--- config.mk ---
export PLATFORM = sky130hd
export DESIGN_NAME = seg_scan_ctrl_flat
export DESIGN_NICKNAME = d
export VERILOG_FILES = /design/src/rtl/seg_scan_ctrl_if.sv /design/src/rtl/seg_scan_ctrl.sv /design/src/flat_wrapper.sv
export SDC_FILE = /design/constraint.sdc
export NUM_CORES = 1
export LEC_CHECK = 0
export ABC_AREA = 1
export CORE_MARGIN = 2
export CORE_UTILIZATION = 55
export DETAILED_ROUTE_END_ITERATION = 7
export GPL_TIMING_DRIVEN = 0
export PLACE_DENSITY = 0.77
export SLEW_MARGIN = 20
export SYNTH_ARGS = -nofsm -noshare
export SYNTH_HDL_FRONTEND = slang
export SYNTH_SLANG_ARGS = --single-unit
--- constraint.sdc ---
create_clock -name clk -period 1.9 [get_ports clk]
set_input_delay 0.57 -clock clk [delete_from_list [all_inputs] [get_ports clk]]
set_output_delay 0.57 -clock clk [all_outputs]
set_load 0.02 [all_outputs]
--- src/rtl/seg_scan_ctrl_if.sv ---
// Display-data load handshake and scan outputs shared by seg_scan_ctrl and its driver.
interface seg_scan_ctrl_if #(
    parameter int unsigned NUM_DIGITS = 4
);
    logic                      load;
    logic [4*NUM_DIGITS-1:0]   value_in;
    logic [NUM_DIGITS-1:0]     blank_in;
    logic [3:0]                nibble_out;
    logic [NUM_DIGITS-1:0]     digit_en;
    logic                      pending;
    logic                      frame_done;

    modport master (
        output load, value_in, blank_in,
        input  nibble_out, digit_en, pending, frame_done
    );

    modport slave (
        input  load, value_in, blank_in,
        output nibble_out, digit_en, pending, frame_done
    );
endinterface

--- src/rtl/seg_scan_ctrl.sv ---
// Time-multiplexed 7-segment scan controller with frame-aligned shadow loading.
// Optional macro LEADING_ZERO_BLANK_EN blanks digits above the highest nonzero nibble.
module seg_scan_ctrl #(
    parameter int unsigned NUM_DIGITS = 4,
    parameter int unsigned PRESCALE   = 1000,
    parameter int unsigned CNT_W      = 10
) (
    input logic             clk,
    input logic             rst,
    seg_scan_ctrl_if.slave  bus
);
    localparam int unsigned IdxW = $clog2(NUM_DIGITS);
    localparam int unsigned ValW = 4 * NUM_DIGITS;

    logic [CNT_W-1:0]      cnt_q, cnt_d;
    logic [IdxW-1:0]       idx_q, idx_d;
    logic [ValW-1:0]       act_val_q, act_val_d;
    logic [NUM_DIGITS-1:0] act_blank_q, act_blank_d;
    logic [ValW-1:0]       sh_val_q, sh_val_d;
    logic [NUM_DIGITS-1:0] sh_blank_q, sh_blank_d;
    logic                  pending_q, pending_d;
    logic                  frame_done_q, frame_done_d;
    logic [3:0]            nibble_q, nibble_d;
    logic [NUM_DIGITS-1:0] digit_en_q, digit_en_d;
    logic [NUM_DIGITS-1:0] lz_mask;
    logic                  dwell_end, frame_end;

`ifdef LEADING_ZERO_BLANK_EN
    // Digit i (i > 0) is dark when it and every digit above it are zero.
    always_comb begin
        logic all_zero;
        all_zero = 1'b1;
        lz_mask  = '0;
        for (int i = NUM_DIGITS - 1; i >= 1; i--) begin
            all_zero   = all_zero && (sh_val_q[4*i +: 4] == 4'h0);
            lz_mask[i] = all_zero;
        end
    end
`else
    assign lz_mask = '0;
`endif

    assign dwell_end = (cnt_q == CNT_W'(PRESCALE - 1));
    assign frame_end = dwell_end && (idx_q == IdxW'(NUM_DIGITS - 1));

    always_comb begin
        cnt_d        = dwell_end ? '0 : cnt_q + 1'b1;
        idx_d        = idx_q;
        act_val_d    = act_val_q;
        act_blank_d  = act_blank_q;
        sh_val_d     = sh_val_q;
        sh_blank_d   = sh_blank_q;
        pending_d    = pending_q;
        frame_done_d = frame_end;

        if (dwell_end) begin
            idx_d = frame_end ? '0 : idx_q + 1'b1;
        end

        // Transfer uses the old shadow, so a load on this same edge waits a frame.
        if (frame_end && pending_q) begin
            act_val_d   = sh_val_q;
            act_blank_d = sh_blank_q | lz_mask;
            pending_d   = 1'b0;
        end

        if (bus.load) begin
            sh_val_d   = bus.value_in;
            sh_blank_d = bus.blank_in;
            pending_d  = 1'b1;
        end

        nibble_d   = act_val_d[4*idx_d +: 4];
        digit_en_d = '1;
        // Count 0 of each dwell is a dead cycle to avoid ghosting on digit change.
        if ((cnt_d != '0) && !act_blank_d[idx_d]) begin
            digit_en_d[idx_d] = 1'b0;
        end
    end

    always_ff @(posedge clk or negedge rst) begin
        if (!rst) begin
            cnt_q        <= '0;
            idx_q        <= '0;
            act_val_q    <= '0;
            act_blank_q  <= '1;
            sh_val_q     <= '0;
            sh_blank_q   <= '0;
            pending_q    <= 1'b0;
            frame_done_q <= 1'b0;
            nibble_q     <= 4'h0;
            digit_en_q   <= '1;
        end else begin
            cnt_q        <= cnt_d;
            idx_q        <= idx_d;
            act_val_q    <= act_val_d;
            act_blank_q  <= act_blank_d;
            sh_val_q     <= sh_val_d;
            sh_blank_q   <= sh_blank_d;
            pending_q    <= pending_d;
            frame_done_q <= frame_done_d;
            nibble_q     <= nibble_d;
            digit_en_q   <= digit_en_d;
        end
    end

    assign bus.nibble_out = nibble_q;
    assign bus.digit_en   = digit_en_q;
    assign bus.pending    = pending_q;
    assign bus.frame_done = frame_done_q;
endmodule

--- src/flat_wrapper.sv ---
// flat-port wrapper written by rule: the top's interface ports become plain ports
module seg_scan_ctrl_flat 
#(
    parameter int unsigned NUM_DIGITS = 4,
    parameter int unsigned PRESCALE   = 1000,
    parameter int unsigned CNT_W      = 10
)
  (clk, rst, bus_load, bus_value_in, bus_blank_in, bus_nibble_out, bus_digit_en, bus_pending, bus_frame_done);
  seg_scan_ctrl_if #(.NUM_DIGITS(NUM_DIGITS)) bus_i ();
  input logic clk;
  input logic rst;
  input wire logic [$bits(bus_i.load)-1:0] bus_load;
  input wire logic [$bits(bus_i.value_in)-1:0] bus_value_in;
  input wire logic [$bits(bus_i.blank_in)-1:0] bus_blank_in;
  output wire logic [$bits(bus_i.nibble_out)-1:0] bus_nibble_out;
  output wire logic [$bits(bus_i.digit_en)-1:0] bus_digit_en;
  output wire logic [$bits(bus_i.pending)-1:0] bus_pending;
  output wire logic [$bits(bus_i.frame_done)-1:0] bus_frame_done;
  assign bus_i.load = bus_load;
  assign bus_i.value_in = bus_value_in;
  assign bus_i.blank_in = bus_blank_in;
  assign bus_nibble_out = bus_i.nibble_out;
  assign bus_digit_en = bus_i.digit_en;
  assign bus_pending = bus_i.pending;
  assign bus_frame_done = bus_i.frame_done;
  seg_scan_ctrl #(.NUM_DIGITS(NUM_DIGITS), .PRESCALE(PRESCALE), .CNT_W(CNT_W)) u_core (.clk(clk), .rst(rst), .bus(bus_i));
endmodule
After elaboration in Yosys (flattened, before gate mapping)
Cells that the tools add are included.

Logic and storage cells: 37. Register bits after elaboration: 62. Output and inout port bits: 10.

Shift-type cells: 1. Bitwise gates (word level): 1. Add/subtract/negate cells: 2. Equality and inequality tests: 2. Order comparisons: 2. Reduce and logical (&&, ||, !) cells: 7. Mux-type cells: 12.

Operator list (number): $mux W16 (1); $shiftx A16 B5 Y4 (1); $add A10 B1 Y10 const B (1); $eq A10 B10 Y1 const B (1); $mux W10 (1); $reduce_bool A10 Y1 (1); $mux W4 (2); $logic_and A1 B1 Y1 (4); $mux W1 (4); $mux W2 (2); $not A4 Y4 (1); $lt A2 B3 Y1 const B (1); $add A2 B1 Y2 const B (1); $bmux W1 S2 (1); $demux W1 S2 (1); $eq A2 B2 Y1 const B (1); $ge A2 B1 Y1 const B (1); $reduce_bool A2 Y1 (1); $logic_not A1 Y1 (1).

Longest topological paths before layout
Depth in word-level cells: 10. Depth in mapped cells: 12.

Worst setup path before layout
No wires, ideal clock.

Path kind: reg-to-reg. From: register u_core.cnt_q[0]. To: register u_core.digit_en_q[2] (netlist: u_core.bus.digit_en[2]). Data required time: 1812 ps. Clock period less this slack: 1691 ps. Arrival time: 1603 ps. Path slack: 209 ps. Stages on the path, launching flop included: 12. Cells stage by stage: dfrtp_1 ha_1 nand2_1 clkinv_1 nand3_4 nand2_1 o21ai_1 nor2_2 nand2_1 nand2_1 nor2_2 nand3_1.

Word-level cells in the longest chain between the ends: 10. Elaborated cells between the ends (all ways): 20. Those cells by class: 1 x add/sub; 2 x order compare; 1 x eq/ne; 9 x mux; 1 x bitwise; 6 x reduce/logical.

Ends and longest elaborated chain: start, declared (RTL line seg_scan_ctrl.sv:15) `logic [CNT_W-1:0] cnt_q, cnt_d;`; start signal, assigned (RTL line seg_scan_ctrl.sv:94) `cnt_q <= cnt_d;`; $eq A10 B10 Y1 (RTL line seg_scan_ctrl.sv:43) `assign dwell_end = (cnt_q == CNT_W'(PRESCALE - 1));`; $logic_and A1 B1 Y1 (RTL line seg_scan_ctrl.sv:44) `assign frame_end = dwell_end && (idx_q == IdxW'(NUM_DIGITS - 1));`; $mux W2 (RTL line seg_scan_ctrl.sv:57) `idx_d = frame_end ? '0 : idx_q + 1'b1;`; $mux W2 (RTL line seg_scan_ctrl.sv:56) `if (dwell_end) begin`; $lt A2 B3 Y1 (implied by the code) or $ge A2 B1 Y1 (tied branches) (RTL line seg_scan_ctrl.sv:77) `digit_en_d[idx_d] = 1'b0;`; $logic_and A1 B1 Y1 (implied by the code) (RTL line seg_scan_ctrl.sv:77); $mux W1 (implied by the code) (RTL line seg_scan_ctrl.sv:77); $demux W1 S2; $not A4 Y4 (no line); $mux W4 (*) (RTL line seg_scan_ctrl.sv:76) `if ((cnt_d != '0) && !act_blank_d[idx_d]) begin`; named net u_core.digit_en_d[2] (RTL line seg_scan_ctrl.sv:24) `logic [NUM_DIGITS-1:0] digit_en_q, digit_en_d;`; end signal, assigned (RTL line seg_scan_ctrl.sv:103) `digit_en_q <= digit_en_d;`; end, declared (RTL line seg_scan_ctrl.sv:24).

Mark *: on every way through the listed nets, which the timed path passes. The rest lies on a longest branch. The select of a mux whose other input is x is not followed. A chain may end at the register's enable or synchronous reset.

Worst setup path in the final report
From: register u_core.nibble_q[0] (netlist: u_core.bus.nibble_out[0]). To: output bus_nibble_out[0].

RTL lines: start, declared (RTL line seg_scan_ctrl.sv:23) `logic [3:0] nibble_q, nibble_d;`; start signal, assigned (RTL line seg_scan_ctrl.sv:102) `nibble_q <= nibble_d;`; end, declared (RTL line flat_wrapper.sv:15) `output wire logic [$bits(bus_i.nibble_out)-1:0] bus_nibble_out;`.

No word-level cell between the ends.

==> results_dict.tcl <==
set metrics [dict create \
    critical_path_arrival_ns 1.27 \
    tightest_slew_ns 0.4555 \
    power_density_nw_per_um2 828.4 \
    gp_congestion 0.7962 \
    synth_area_per_cell_um2 8.926 \
    grt_pass1_wl_mm 8.928 \
    syn-num-nets 323 \
    dr.pass1.iters 4 \
    mostFrequentLayoutCell "nand2_1" \
    vdd.ir_drop.worst_v 0.0006168 \
    yosysSeqAreaShare_pct 58.70 \
    relSlewSlack_pct 69.63 \
    final-seq-area_um2 1562 \
    combinationalPowerShare_pct 4.9 \
    synth-main-ff-cell "dfrtp_1" \
    ctsHoldBuffers 0 \
    swShare_pct 22.46 \
    period_share_pct 96.84 \
    clock-sinks 62 \
    fin_ws_ns 0.06002 \
    startpoint "u_core.bus.nibble_out[0]" \
    endpoint_kind "output port" \
    r2r-start "u_core.cnt_q[0]" \
    worstPathRequired_ns 1.33 \
    die_area_um2 5409 \
    yosysWarnings 0 \
    p_leak_uw 0.001637 \
    fin_crit_ns 1.840 \
    overflow 0 \
    syn_area_um2 2660 \
    p_int_uw 2202 \
    cts.htree.levels 3 \
    wl_per_cell_um 13.64 \
    async_reset_ff_share_pct 100.0 \
    die_w_um 73.55 \
    place_inst 384 \
    final_layout_size_suffix_gt1_share_pct 18.13 \
    io_pins 33 \
    fillerInstances 335 \
    skew_ns 0.01101 \
    fmax_ghz 0.5435 \
    grt_max_degree 52 \
    p_clk_share_pct 46.9 \
    dp_hpwl_mm 3.651 \
    routed_wl_mm 5.552 \
    netlist_instances 298 \
    setup_viol 0 \
    final_cell_mix "93 x nand2_1, 54 x dfrtp_1, 37 x inv_1" \
    holdWs_ns 0.07074 \
    ys_ff_latch 62 \
    finalHoldViolations 0 \
    grt_pass1_vias 1855 \
    path_cells "clkdlybuf4s50_1" \
    port-buffer-count 31 \
    coreArea_um2 4692 \
    synth-edff-count 0 \
    cap_violations 0 \
    cpPeakStageDelay_ns 0.59 \
    drc 0 \
    cp_slowest_cell "clkdlybuf4s50_1" \
    diodes 0 \
    fin_nets 373 \
    multi_input_area_um2 988.4 \
    critical_path_buf_inv_count 1 \
    ys_types 21 \
    die_height_um 73.55 \
    pre_cts_ws_ns -0.08589 \
    vias_per_cell 5.184 \
    worstSetupPathType "flop to output port" \
    critical_path.top_delay_family "buffers and inverters" \
    yosys.area.top_type "dfrtp_1" \
    cts_tree "yes" \
    cp_max_fo 1 \
    power_frac_seq_pct 48.2 \
    vias 2110 \
    drv_slew 0 \
    cts_made_buffers 9 \
    start_util_pct 56.69 \
    clk_pin_slew_ns 0.08 \
    total_power_uw 2840 \
    yosysTopAreaCellShare_pct 50.80 \
    drt_iter0_drc 136 \
    p_sw_uw 637.8 \
    fin_cells 407 \
    hp-class "input port to async pin" \
    worstSetupStartpointType "flop" \
    rows 25 \
    antenna_found_initial 0 \
    track_usage_pct 22.25 \
    status "finished, final reports clean" \
    synth_area_leaders "dfrtp_1 51%, nand2_1 13%, dfstp_2 7.9%, inv_1 5.2%, o21ai_0 4.0%" \
    clock_path_buffers 2 \
    worstSkewPairLatency_ns 0.34 \
    area_growth_pct 28.88 \
    drtAntennaViolNets 0 \
    cts_root_buf "clkbuf_8" \
]
[cell usage after synthesis (4+ instances only)]
cell type	instances
o21ai_1	17
nand3_1	18
nand2_2	6
dfrtp_1	54
nand2_1	95
clkbuf_1	4
o21ai_0	21
nor2_1	9
inv_1	37
nand4_1	8
dfstp_2	8
nor2_2	7
[power groups by stage]
stage / Combinational (uW) / Clock (uW) / Sequential (uW)
6_report: 138 / 1330 / 1370
5_1_grt: 159 / 1410 / 1370
4_1_cts: 141 / 1350 / 1370
3_5_place_dp: 140 / 0 / 1390
3_3_place_gp: 129 / 0 / 1390
2_1_floorplan: 47.8 / 0 / 1390
[flip-flops by register name, summed over array words and instances (netlist names)]
signal and flops:
u_core.bus.nibble_out 4, u_core.bus.frame_done 1, u_core.act_blank_q 4, u_core.bus.digit_en 4, u_core.sh_blank_q 4, u_core.act_val_q 16, u_core.bus.pending 1, u_core.idx_q 2
u_core.sh_val_q 16, u_core.cnt_q 10
[metrics by stage]
stage / util (%) / instance area [um^2] / setup TNS, ns
after floorplan: - / 2660 / 0
after global placement: 64.75 / 3038 / -97.54
after detailed placement: 65.28 / 3063 / -0.4340
after CTS: 70.13 / 3291 / 0
after global routing: 73.07 / 3428 / -0.02016
final: 73.07 / 3428 / 0
[worst register-to-register path, delay by kind of cell (launching register included)]
| family | cells | cell delay [ns] |
|---|---|---|
| AND/OR/NAND/NOR | 10 | 1.16 |
| flip-flops | 1 | 0.40 |
| adder cells (fa/ha/maj) | 1 | 0.16 |
[metal layers]
| metal | vias to the layer above | share of wire [%] | track usage (%) |
|---|---|---|---|
| met1 | 994 | 48 | 32.94 |
| met3 | 15 | 4.1 | 4.664 |
| met5 | - | 0 | 0 |
| met2 | 53 | 45 | 30.85 |
| li1 | 1048 | - | - |
| met4 | 0 | 3.0 | 11.52 |
[cells by family (layout without fill, tap and decap cells)]
logic type / count (synthesis) / after routing / share of synthesized area [%]
buffers and inverters: 46 / 100 / 7.102
and+or+nand+nor: 148 / 149 / 25.54
AOI/OAI and AO/OA: 40 / 40 / 7.714
adders and majority gates: 2 / 2 / 0.9406
DFF: 62 / 62 / 58.70
[repair_timing]
action	4_1_cts	5_1_grt
resized for setup	7	18
pin swaps	0	7
buffers inserted	0	6
cloned	0	1
setup endpoints to repair	13	8
[final timing paths]
kind                                          end  slack [ns]  cells after the start
max                             bus_nibble_out[0]        0.06                      1
min                               u_core.cnt_q[4]        0.07                      1
max reg2reg                u_core.bus.digit_en[2]        0.13                     11
min reg2reg                 u_core.act_blank_q[0]        0.48                      2
max in group asynchronous  u_core.bus.digit_en[0]        1.29                      2
min in group clk            u_core.act_blank_q[0]        0.48                      2
[cell type report]
type                            count  share of cell area (%)
Multi-Input combinational cell    191                   28.83
Clock buffer                       10                   4.015
Clock inverter                      6                   2.701
Tap cell                           54                   1.971
Sequential cell                    62                   45.55
Inverter                           39                   4.343
Timing Repair Buffer               38                   11.28
Buffer                              7                   1.314
Power figures use the tool's default switching activity.
